File: config.mk
export PLATFORM = sky130hd
export DESIGN_NAME = dvs_ravens_queue_sched
export DESIGN_NICKNAME = d
export VERILOG_FILES = /design/src/rtl/dvs_ravens_queue_sched.sv
export SDC_FILE = /design/constraint.sdc
export NUM_CORES = 1
export LEC_CHECK = 0
export BUFFER_PORTS_ARGS = -buffer_cell sky130_fd_sc_hd__clkbuf_2
export CAP_MARGIN = 25
export CORE_ASPECT_RATIO = 1.5
export CORE_MARGIN = 1.5
export CORE_UTILIZATION = 30
export DETAILED_ROUTE_END_ITERATION = 16
export GPL_ROUTABILITY_DRIVEN = 0
export GPL_TIMING_DRIVEN = 0
export SYNTH_ARGS = -nofsm -noshare
export SYNTH_HDL_FRONTEND = slang
export SYNTH_SLANG_ARGS = --single-unit
File: constraint.sdc
create_clock -name clk -period 5.15 [get_ports clk]
set_clock_uncertainty 0.2 [all_clocks]
set_input_delay 0.515 -clock clk [delete_from_list [all_inputs] [get_ports clk]]
set_output_delay 0.515 -clock clk [all_outputs]
set_load 0.02 [all_outputs]
File: src/rtl/dvs_ravens_queue_sched.sv
`default_nettype none
// +--------------------------------------------------------------------------+
// | dvs_ravens_queue_sched: single-port FIFO access scheduler, DVS writer    |
// | (M1) vs Ravens reader (M2), with a bounded writer streak. Rev 1.0        |
// +--------------------------------------------------------------------------+
module dvs_ravens_queue_sched #(
  parameter int  DEPTH         = 16,
  parameter int  MAX_WR_STREAK = 4,
  localparam int ADDR_W        = $clog2(DEPTH)
) (
  input  logic              clk,
  input  logic              rst,
  input  logic              req_m1,
  input  logic              req_m2,
  output logic              grant_m1,
  output logic              grant_m2,
  output logic              mem_we,
  output logic              mem_re,
  output logic [ADDR_W-1:0] mem_addr,
  output logic              rd_data_valid,
  output logic              fifo_empty,
  output logic              fifo_full,
  output logic [ADDR_W:0]   fifo_count
);

  localparam int                c_STREAK_W   = $clog2(MAX_WR_STREAK + 1);
  localparam logic [ADDR_W:0]   c_DEPTH_CNT  = DEPTH[ADDR_W:0];
  localparam logic [c_STREAK_W-1:0] c_MAX_STREAK = MAX_WR_STREAK[c_STREAK_W-1:0];

  logic [ADDR_W-1:0]     wr_ptr_q, wr_ptr_d;
  logic [ADDR_W-1:0]     rd_ptr_q, rd_ptr_d;
  logic [ADDR_W:0]       count_q, count_d;
  logic [c_STREAK_W-1:0] streak_q, streak_d;
  logic                  rd_valid_q;

  logic w_wr_ok;
  logic w_rd_ok;
  logic w_force_rd;

  assign fifo_empty = (count_q == '0);
  assign fifo_full  = (count_q == c_DEPTH_CNT);
  assign fifo_count = count_q;

  assign w_wr_ok    = req_m1 & ~fifo_full;
  assign w_rd_ok    = req_m2 & ~fifo_empty;
  assign w_force_rd = (streak_q == c_MAX_STREAK);

  // Writer wins contention until its streak hits the limit; reset masks both.
  assign grant_m1 = ~rst & w_wr_ok & ~(w_rd_ok & w_force_rd);
  assign grant_m2 = ~rst & w_rd_ok & (~w_wr_ok | w_force_rd);

  assign mem_we        = grant_m1;
  assign mem_re        = grant_m2;
  assign mem_addr      = grant_m1 ? wr_ptr_q : rd_ptr_q;
  assign rd_data_valid = rd_valid_q;

  always_comb begin
    wr_ptr_d = wr_ptr_q;
    rd_ptr_d = rd_ptr_q;
    count_d  = count_q;
    streak_d = streak_q;
    if (grant_m1) begin
      wr_ptr_d = wr_ptr_q + ADDR_W'(1);
      count_d  = count_q + (ADDR_W+1)'(1);
    end
    if (grant_m2) begin
      rd_ptr_d = rd_ptr_q + ADDR_W'(1);
      count_d  = count_q - (ADDR_W+1)'(1);
    end
    // Streak only counts writer wins that actually denied a ready reader.
    if (grant_m2 || !w_rd_ok) begin
      streak_d = '0;
    end else if (grant_m1 && (streak_q != c_MAX_STREAK)) begin
      streak_d = streak_q + c_STREAK_W'(1);
    end
  end

  always_ff @(posedge clk) begin
    if (rst) begin
      wr_ptr_q   <= '0;
      rd_ptr_q   <= '0;
      count_q    <= '0;
      streak_q   <= '0;
      rd_valid_q <= 1'b0;
    end else begin
      wr_ptr_q   <= wr_ptr_d;
      rd_ptr_q   <= rd_ptr_d;
      count_q    <= count_d;
      streak_q   <= streak_d;
      rd_valid_q <= grant_m2;
    end
  end

endmodule
`default_nettype wire

==> qor.txt <==
Outcome = finished clean
H-tree depth = 1
Crit Path Max Fanout = 8
Sw Pwr = 244 µW
Most frequent cells in the layout = 18 x clkbuf_2, 17 x dfxtp_1, 15 x nor2_1, 7 x inv_1, 7 x ha_1
Type of the worst setup path = register to register
# diodes = 0
Most common cell after layout, fill and taps aside = clkbuf_2
Slowest stage delay, CP = 0.69 ns
Hold path cells = 1
Total grt overflow = 0
Die ar. = 3670 µm²
GRT Total Usage = 11.4%
Postcts setup bufs = 0
Comb pwr share = 49.8%
Critical path's most frequent cell = nor4_1
Drc violations = 0
Post-synthesis sequential area ratio = 34.3%
Cell taking the most area after synthesis = dfxtp_1
Worst slew margin = 32.8%
# nets final = 139
VDD IR-drop max = 0.206 mV
Setup TNS = 0 ns
Fin. max-slew vios = 0
Worst-path clk slew = 0.06 ns
Seq pwr share = 33.0%
Largest net degree at the start of global routing = 11
R2R cell count = 10
TritonCTS buffer count = 3
Clock tree sinks = 17
Leakage = 0.538 nW
#FFs+latches synth = 17
DRT Pass-1 Iters = 4
Clock share of power = 17.2%
Max Freq = 286 MHz
Chip width = 50.0 µm
Layout area overhead = 18.6%
Hold buffer count at cts = 0
Sw frac = 42.8%
WP data arrival = 3.47 ns
Routed Antenna Nets = 0
Critical path required time = 5.12 ns
RSZ-0062 raised after global routing = no
Drt first-iter violations = 34
Share of the synthesized area in the top cell type = 34.3%
Clk Latency, worst-skew pair = 0.25 ns
WL final = 1940 µm
WL/cell = 11.7 µm
Pre-CTS setup slack = 1.76 ns
Resized cells post-CTS = 0
I/O pin total = 20
Syn nets = 116
Period utilization = 68.0%
PnR worst setup slack = 1.65 ns
Hold Violations, Final = 0
CP Capture Type = register
Synthesized netlist cell count = 104
Die height = 73.5 µm
Starting Density = 31.4%
Number of distinct library cells after synthesis = 33
Final HPWL from detailed placement = 1550 µm
FP Rows = 25
Placeable core area = 3160 µm²
Wire length of the first global-routing pass = 3190 µm
CP max stage cell = nor3_1
Vias in the first global route = 739
Share of cells above drive strength 1 = 27.8%
Average cell area after synthesis = 9.55 µm²
Initial antenna violation count = 0
Via count = 786
HP Class = register to register
Pwr Density = 485 nW/µm²
Port bufs = 18
Power Internal = 327 µW
Top cells by area, synth = dfxtp_1 34%, ha_1 8.8%, mux2_4 6.0%, nor2_1 5.7%, xnor2_1 5.3%
CP startpoint kind = register
Count of final setup violators = 0
Min Clock Period, post-route = 3.50 ns
Drt via density = 4.73
Max clock buf depth = 2
Cell area after synthesis = 993 µm²
Max cap viols = 0
Clock Root Buffer = clkbuf_8
Yosys warns = 0
CTS tree = yes
CP Cell Sequence = nor4_1 > a221oi_1 > nor3_1 > inv_1 > fa_1 > nor2b_1 > o21a_1 > nor4_1 > o21ai_0 > nor3b_1
Slew @ Worst Pin = 1.01 ns
## cell type report
cell class / count / area (µm²)
flip-flops and latches: 17 / 340
clock buffers: 4 / 45.0
inverters: 7 / 26.3
repair buffers: 18 / 90.1
plain buffers: 5 / 28.8
fillers: 330 / 1980
well taps: 40 / 50.0
multi-input cells: 75 / 598
## metrics by stage
stage                     util [%]  hold WS (ns)  total power [mW]  instances  cell area [µm²]
after floorplan                  -         0.217             0.406        104              993
after global placement        35.9         0.228             0.467        162             1130
after detailed placement      35.9         0.259             0.478        162             1130
after CTS                     37.3         0.268             0.579        166             1180
after global routing          37.3         0.302             0.609        166             1180
final                         37.3         0.256             0.571        166             1180
## cells in the mapped netlist (all sizes together)
cell type and n:
nand2 4, a221oi 1, nor2 16, nand3 4
inv 7, mux2 4, and3 1, nor2b 2
xor2 4, o211a 1, clkbuf 1, o2111ai 1
dfxtp 17, o21ai 4, mux2i 2, o21a 1
fa 1, nor4 2, a21o 1, buf 4
nor3 4, and2 1, xnor2 6, or4 1
a211oi 1, ha 7, a21oi 4, nor3b 2
## routing by layer
layer / share of wire, % / global-route usage (%) / vias up / wire length, µm
li1: - / - / 399 / -
met1: 41 / 12.1 / 364 / 801
met2: 53 / 21.8 / 19 / 1020
met3: 4.3 / 1.83 / 4 / 84
met4: 1.5 / 4.63 / 0 / 29
met5: 0 / 0 / - / 0
## sequential cells by signal (all words and copies together) (netlist names)
signal,flops
fifo_count,5
rd_data_valid,1
rd_ptr_q,4
streak_q,3
wr_ptr_q,4
## logic make-up after synthesis
logic type / share of synthesized area, %
DFF: 34.3
AOI/OAI and AO/OA: 12.1
adders and majority gates: 10.8
muxes: 8.06
and+or+nand+nor: 20.4
buffers and inverters: 5.54
xor gates and xnor gates: 8.82
## power groups by stage
stage	combinational [mW]	sequential, mW	clock (mW)
after CTS	0.288	0.189	0.102
after detailed placement	0.287	0.191	0
after global placement	0.278	0.189	0
after floorplan	0.200	0.206	0
final	0.284	0.189	0.0984
after global routing	0.309	0.192	0.107
## worst max-delay path: cells and delay by family, from the launching register on
| family | cells | cell delay, ns |
|---|---|---|
| AO/OA/AOI/OAI | 3 | 0.67 |
| adder cells (fa/ha/maj) | 1 | 0.49 |
| buffers and inverters | 1 | 0.15 |
| flip-flops | 1 | 0.36 |
| AND/OR/NAND/NOR | 5 | 1.54 |
## final timing paths
| check | slack, ns | end | startpoint |
|---|---|---|---|
| min | 0.26 | streak_q[0] | streak_q[0] |
| min reg2reg | 0.26 | streak_q[0] | streak_q[0] |
| max reg2reg | 1.65 | fifo_count[4] | fifo_count[0] |
| max | 1.65 | fifo_count[4] | fifo_count[0] |
No activity file was read; power rests on OpenSTA's default activity.
